[src/rtl/adder_4bit.sv]
// Registered WIDTH-bit unsigned adder built from an explicit ripple-carry chain.
// Produces the wrapped sum, carry-out and two's-complement overflow one cycle after a valid operation.

module adder_4bit_fa (
    input  logic a,
    input  logic b,
    input  logic ci,
    output logic s,
    output logic co
);
    assign s  = a ^ b ^ ci;
    assign co = (a & b) | (a & ci) | (b & ci);
endmodule

module adder_4bit #(
    parameter int WIDTH = 4
) (
    input  logic             clk,
    input  logic             rst,
    input  logic             in_valid,
    input  logic [WIDTH-1:0] a,
    input  logic [WIDTH-1:0] b,
    output logic [WIDTH-1:0] q,
    output logic             cout,
    output logic             ovf,
    output logic             out_valid
);
    // c[i] is the carry into bit i; there is no carry-in
    logic [WIDTH:0]   c;
    logic [WIDTH-1:0] s;

    assign c[0] = 1'b0;

    for (genvar i = 0; i < WIDTH; i++) begin : g_fa
        adder_4bit_fa u_fa (
            .a  (a[i]),
            .b  (b[i]),
            .ci (c[i]),
            .s  (s[i]),
            .co (c[i+1])
        );
    end

    logic [WIDTH-1:0] q_d, q_q;
    logic             cout_d, cout_q;
    logic             ovf_d, ovf_q;
    logic             out_valid_d, out_valid_q;

    // Idle cycles hold the last result so a and b are don't-care when in_valid=0
    always_comb begin
        q_d         = q_q;
        cout_d      = cout_q;
        ovf_d       = ovf_q;
        out_valid_d = 1'b0;
        if (in_valid) begin
            q_d         = s;
            cout_d      = c[WIDTH];
            ovf_d       = c[WIDTH-1] ^ c[WIDTH];
            out_valid_d = 1'b1;
        end
    end

    always_ff @(posedge clk) begin
        if (rst) begin
            q_q         <= '0;
            cout_q      <= 1'b0;
            ovf_q       <= 1'b0;
            out_valid_q <= 1'b0;
        end else begin
            q_q         <= q_d;
            cout_q      <= cout_d;
            ovf_q       <= ovf_d;
            out_valid_q <= out_valid_d;
        end
    end

    assign q         = q_q;
    assign cout      = cout_q;
    assign ovf       = ovf_q;
    assign out_valid = out_valid_q;
endmodule

[config.mk]
export PLATFORM = sky130hd
export DESIGN_NAME = adder_4bit
export DESIGN_NICKNAME = d
export VERILOG_FILES = /design/src/rtl/adder_4bit.sv
export SDC_FILE = /design/constraint.sdc
export NUM_CORES = 1
export LEC_CHECK = 0
export CORE_UTILIZATION = 25
export CTS_BUF_LIST = sky130_fd_sc_hd__clkbuf_4
export DETAILED_ROUTE_END_ITERATION = 8
export HOLD_SLACK_MARGIN = 0.1
export PLACE_DENSITY = 0.54
export SYNTH_ARGS = -nofsm -noshare
export SYNTH_HDL_FRONTEND = slang
export SYNTH_SLANG_ARGS = --single-unit
[constraint.sdc]
create_clock -name clk -period 2.1 [get_ports clk]
set_clock_uncertainty 0.2 [all_clocks]
set_input_delay 0.21 -clock clk [delete_from_list [all_inputs] [get_ports clk]]
set_output_delay 0.21 -clock clk [all_outputs]
set_load 0.02 [all_outputs]
==> key figures, run 1 <==
Outcome
  • Status: completed

Pwr
  • Peak VDD IR: 0.3149 mV
  • Leak pwr: 0.2411 nW
  • Design Power: 0.3917 mW
  • PwrDens: 697.2 nW/µm²

Setup path
  • Crit Reg-Reg Endpoint: ovf
  • Reg2Reg Depth: 2
  • Setup slack, reg-to-reg: 1.20 ns
  • Startpoint types: input pin
  • Worst r2r src: ovf
  • Max incr delay on CP: 0.42 ns
  • Crit Path Max Fanout: 2
  • Crit end category: flop
  • Cells along the critical path: dlygate4sd2_1, ha_2, fa_2, fa_2, inv_2, fa_1, a211oi_2
  • Setup CP Type: in -> reg
  • Worst path slowest cell: fa_1
  • Data arrival, critical path: 2.00 ns
  • Critical path required time: 2.08 ns
  • CP dominant cell by count: fa_2

Floorplan
  • Die area: 1507 µm²
  • Ports: 18
  • # rows: 12
  • DIE WIDTH: 38.83 µm
  • Core area: 1186 µm²
  • Die height: 38.83 µm
  • Initial core utilization: 0.2859

Finish
  • Syn-to-layout area delta: 65.68%
  • Layout cells sized above 1: 0.2400
  • Ant. Diodes: 0
  • Storage element area: 140.1 µm²
  • # fillers: 111
  • Final nets: 66
  • Most frequent cells in the layout: 14 x clkdlybuf4s50_1, 7 x dfxtp_1, 4 x nor2_1, 4 x clkbuf_4
  • Multi-input logic area: 188.9 µm²
  • Post-Layout Cell Count: 64
  • Most common cell after layout, fill and taps aside: clkdlybuf4s50_1

Drt
  • Highest routing layer actually used: met3
  • Routed wire length: 693 µm
  • WL per Instance: 10.83 µm
  • Met2 WL: 336 µm
  • Via count: 279
  • Antenna Nets Post-Route: 0
  • DRT iter0 DRCs: 2
  • WL met3: 53 µm
  • Via-per-instance ratio: 4.359
  • Drt drc: 0
  • Drt first pass iters: 4
  • WL met1: 302 µm

Worst hold path
  • Hold Crit Class: in -> reg
  • WHS Path Cells: 4
  • End of the worst hold path: q[0]
  • Worst hold start: a[0]

Run
  • Max Cap Viol: 0

Placed design
  • Placed insts: 60
  • Routability Congestion: 0.6963
  • Final HPWL DP: 559.4 µm
  • Port Buffers: 17

Synthesis
  • Syn Area/Cell: 11.69 µm²
  • Yosys reg bits: 7
  • Synth Instances: 29
  • Synth Cell Area: 339.1 µm²
  • Post-synthesis sequential area ratio: 0.4133
  • Post-synth top area cell: dfxtp_1
  • Netlist cell types: 13
  • Net count after synthesis: 44
  • Largest cells by area after synthesis: dfxtp_1 41%, fa_1 18%, mux2i_1 8.9%
  • Warnings from Yosys: 0
  • Synth top area share: 0.4133

Clocking
  • CTS tree: built
  • Clock slew at reported path FFs: 0.06 ns
  • Num CTS Buffers: 3
  • Clk_lat worst skew: 0.25 ns
  • H-tree levels: 1
  • CTS Sinks: 7
  • CTS root buf: clkbuf_4
  • Maximum root-to-sink buffer count: 2

STA
  • Top achievable clock speed: 0.4940 GHz
  • # setup viols final: 0
  • Min Tclk post-route: 2.024 ns
  • RSZ-0062 raised after global routing: no
  • Tcrit/Tclk final: 0.9639
  • Fin. Hold Viols: 0
  • Count of final max-slew check failures: 0
  • Max-slew headroom: 0.7119
  • Worst Tran Pin Value: 0.4308 ns

Global route
  • Initial antenna violation count: 0
  • Total GRT Usage: 0.1190
  • First-pass GRT wire length: 1104 µm
  • Number of global-route vias before repair: 284
  • Largest net degree at the start of global routing: 10
  • Overflow after GRT: 0
-- flip-flops by register name, indices dropped and copies added, names as in the netlist --
register	count
q	4
cout	1
out_valid	1
ovf	1
-- metrics by stage --
stage	TNS [ns]	instance area, µm²	hold WS (ns)	setup WS [ns]	utilization
3_5_place_dp	-0.9933	525.5	0.2771	-0.4641	0.4430
5_1_grt	0	561.8	0.3121	0.02068	0.4736
6_report	0	561.8	0.2682	0.07579	0.4736
3_3_place_gp	-0.8932	525.5	0.2683	-0.4424	0.4430
4_1_cts	0	561.8	0.2738	0.03125	0.4736
2_1_floorplan	0	341.6	0.07806	0.02320	-
-- routing by layer --
metal  vias up  GRT usage
li1        137          -
met1       128     0.1131
met3         0    0.05202
met2        14     0.1917
met5         -          0
met4         0     0.1034
-- worst max-delay path by stage --
| stage | from | endpoint | depth (start not counted) |
|---|---|---|---|
| floorplan | a[0] | q[3] | 6 |
| global placement | a[0] | q[3] | 7 |
| detailed placement | a[0] | q[3] | 7 |
| CTS | b[0] | q[3] | 7 |
| global route | b[0] | q[3] | 7 |
| finish | b[0] | q[3] | 7 |
-- timing repair --
item / CTS / global route
setup buffers: 0 / 0
hold buffers: 0 / 0
gates resized for setup: 7 / 0
pin swaps: 5 / 1
setup endpoints to repair: 2 / 1
-- cell type report --
| type | instances | share of cell area |
|---|---|---|
| clock buffers | 4 | 0.05345 |
| well taps | 14 | 0.03118 |
| flip-flops and latches | 7 | 0.2494 |
| repair buffers | 18 | 0.3096 |
| inverters | 3 | 0.02004 |
| multi-input cells | 18 | 0.3363 |
-- report_power, final --
part           switching, mW  total [mW]  internal, mW
Combinational         0.0457       0.103        0.0577
Clock                 0.0526       0.138        0.0856
Sequential           0.00552       0.150         0.145
Total                  0.104       0.392         0.288
-- worst max-delay path, delay by kind of cell --
kind	cells	cell delay, ns
buffers and inverters	2	0.30
AOI/OAI and AO/OA	1	0.18
adders and majority gates	4	1.31
-- cells in the mapped netlist (all sizes together) --
cell type,number
dfxtp,7
nor2,5
fa,3
inv,3
mux2i,3
a211oi,2
a21o,1
buf,1
ha,1
nor2b,1
nor3b,1
xnor2,1
-- logic make-up (layout without fill, tap and decap cells) --
family / after synthesis / after routing / synth area share
buf+inv: 4 / 25 / 0.06642
flops: 7 / 7 / 0.4133
simple gates: 7 / 7 / 0.1255
mux: 3 / 3 / 0.08856
fa+ha+maj: 4 / 4 / 0.2140
compound gates: 3 / 3 / 0.06642
xor+xnor: 1 / 1 / 0.02583
Power figures use the tool's default switching activity.
==> run 2, diff against run 1 <==
--- a/config.mk
+++ b/config.mk
@@ -8,6 +8,7 @@
 export CORE_UTILIZATION = 25
 export CTS_BUF_LIST = sky130_fd_sc_hd__clkbuf_4
 export DETAILED_ROUTE_END_ITERATION = 8
+export GPL_TIMING_DRIVEN = 0
 export HOLD_SLACK_MARGIN = 0.1
 export PLACE_DENSITY = 0.54
 export SYNTH_ARGS = -nofsm -noshare
==> run 2 against run 1 <==
Net effect:
- hold slack better by 0.0043 ns
- die area stayed put
- via count is 0.72% lower
- clock power is 3% lower
- register-to-register slack hardly changed
- final cell count is 1.6% higher
- largest cell class unchanged
- largest power group unchanged
- highest routed layer unchanged
==> key figures, run 2 (synthesis gave the netlist of run 1 again) <==
Pwr
  • Leak pwr: 0.2474 nW
  • Sw power: 0.1005 mW
  • Int Power: 0.2895 mW
  • Clock Power Share: 0.345
  • Sw Ratio: 0.2578
  • Peak VDD IR: 0.4296 mV
  • Design Power: 0.3900 mW
  • Combinational share of power: 0.270
  • Sequential power share: 0.385
  • PwrDens: 680.6 nW/µm²

Setup path
  • Worst path slowest cell: fa_1
  • Crit end category: flop
  • Crit Path Max Fanout: 2
  • Worst r2r src: ovf
  • Max incr delay on CP: 0.43 ns
  • Setup slack, reg-to-reg: 1.21 ns
  • Data arrival, critical path: 2.04 ns
  • Startpoint types: input pin
  • Crit Reg-Reg Endpoint: ovf
  • CP top delay family: adder cells
  • Cells along the critical path: dlygate4sd2_1, ha_2, fa_2, fa_2, inv_2, fa_1, a211oi_2
  • Setup CP Type: in -> reg
  • Crit path buf inv count: 2
  • CP dominant cell by count: fa_2
  • Critical path required time: 2.07 ns
  • Reg2Reg Depth: 2

STA
  • Fin. Hold Viols: 0
  • Tcrit/Tclk final: 0.9837
  • Min Tclk post-route: 2.066 ns
  • Max-slew headroom: 0.7666
  • Worst Tran Pin Value: 0.3490 ns
  • Setup TNS: 0 ns
  • # setup viols final: 0
  • Top achievable clock speed: 0.4841 GHz
  • Count of final max-slew check failures: 0
  • RSZ-0062 raised after global routing: no

Worst hold path
  • Worst hold start: a[0]
  • Hold Crit Class: in -> reg
  • End of the worst hold path: q[0]
  • WHS Path Cells: 4

Floorplan
  • Die height: 38.83 µm
  • DIE WIDTH: 38.83 µm
  • Die area: 1507 µm²
  • Ports: 18
  • Core area: 1186 µm²
  • Initial core utilization: 0.2859
  • # rows: 12

Clocking
  • CTS root buf: clkbuf_4
  • H-tree levels: 1
  • Clock slew at reported path FFs: 0.05 ns
  • Num CTS Buffers: 3
  • CTS Sinks: 7
  • Maximum root-to-sink buffer count: 2
  • Clk_lat worst skew: 0.25 ns
  • CTS tree: built

Finish
  • Largest register FFs: 4
  • Ant. Diodes: 0
  • Final nets: 67
  • Syn-to-layout area delta: 69.00%
  • Layout cells sized above 1: 0.2549
  • Most common cell after layout, fill and taps aside: clkdlybuf4s50_1
  • Most frequent cells in the layout: 13 x clkdlybuf4s50_1, 7 x dfxtp_1, 4 x nor2_1, 4 x clkbuf_4

Run
  • Max Cap Viol: 0

Drt
  • DRT iter0 DRCs: 1
  • WL per Instance: 10.63 µm
  • Via-per-instance ratio: 4.262
  • Routed wire length: 691 µm
  • Drt drc: 0
  • Antenna Nets Post-Route: 0
  • Drt first pass iters: 2
  • Via count: 277

Global route
  • Number of global-route vias before repair: 286
  • Largest net degree at the start of global routing: 10
  • Total GRT Usage: 0.1167
  • Overflow after GRT: 0
  • Initial antenna violation count: 0
  • First-pass GRT wire length: 1159 µm

Placed design
  • Final HPWL DP: 541.8 µm
  • Port Buffers: 16
  • Routability Congestion: 0.6951

Outcome
  • Status: completed
==> run 2: how the worst max path moves through the flow <==
stage | startpoint | endpoint | slack (ns) | depth (start not counted)
global placement | a[0] | q[3] | -0.46 | 7
global route | b[0] | q[3] | 0.005 | 7
CTS | b[0] | q[3] | 0.00008 | 7
detailed placement | a[0] | q[3] | -0.54 | 7
floorplan | a[0] | q[3] | 0.02 | 6
finish | b[0] | q[3] | 0.03 | 7
==> run 2: final cells by class <==
type                    instances  area, µm²
repair buffers                 18      173.9
well taps                      14      17.52
clock buffers                   4      30.03
inverters                       3      11.26
flip-flops and latches          7      140.1
plain buffers                   1      11.26
fillers                       122      613.1
multi-input cells              18      188.9
==> run 2: per-stage QoR <==
step | hold slack, ns | area (µm²) | setup WS [ns] | util | cells
2_1_floorplan | 0.07806 | 341.6 | 0.02320 | - | 29
3_3_place_gp | 0.2550 | 519.2 | -0.4573 | 0.4378 | 59
3_5_place_dp | 0.2679 | 519.2 | -0.5359 | 0.4378 | 59
4_1_cts | 0.2704 | 573.1 | 0.00008349 | 0.4831 | 65
5_1_grt | 0.3075 | 573.1 | 0.005067 | 0.4831 | 65
6_report | 0.2725 | 573.1 | 0.03420 | 0.4831 | 65
==> run 2: power groups by stage <==
stage	logic (mW)	registers, mW	clock network (mW)
global placement	0.0975	0.152	0
floorplan	0.0353	0.167	0
CTS	0.107	0.150	0.140
global route	0.115	0.151	0.146
finish	0.105	0.150	0.134
detailed placement	0.101	0.153	0
==> run 2: timing repair <==
action	in CTS	in global routing
setup buffers	1	0
gates resized for setup	7	0
pin swaps	5	1
hold buffers	1	0
setup endpoints to repair	2	1
endpoints found under the hold margin	6	0
==> run 2: worst reg2reg max path, delay by kind of cell (launching register included) <==
family | cells | cell delay (ns)
flip-flops | 1 | 0.30
AO/OA/AOI/OAI | 1 | 0.16
AND/OR/NAND/NOR | 1 | 0.13
==> run 2: layer usage <==
layer,global-route usage,up-vias,part of all wire
li1,-,136,-
met4,0.02586,0,0
met2,0.1958,12,0.49
met5,0,-,0
met1,0.1241,129,0.43
met3,0.06936,0,0.080
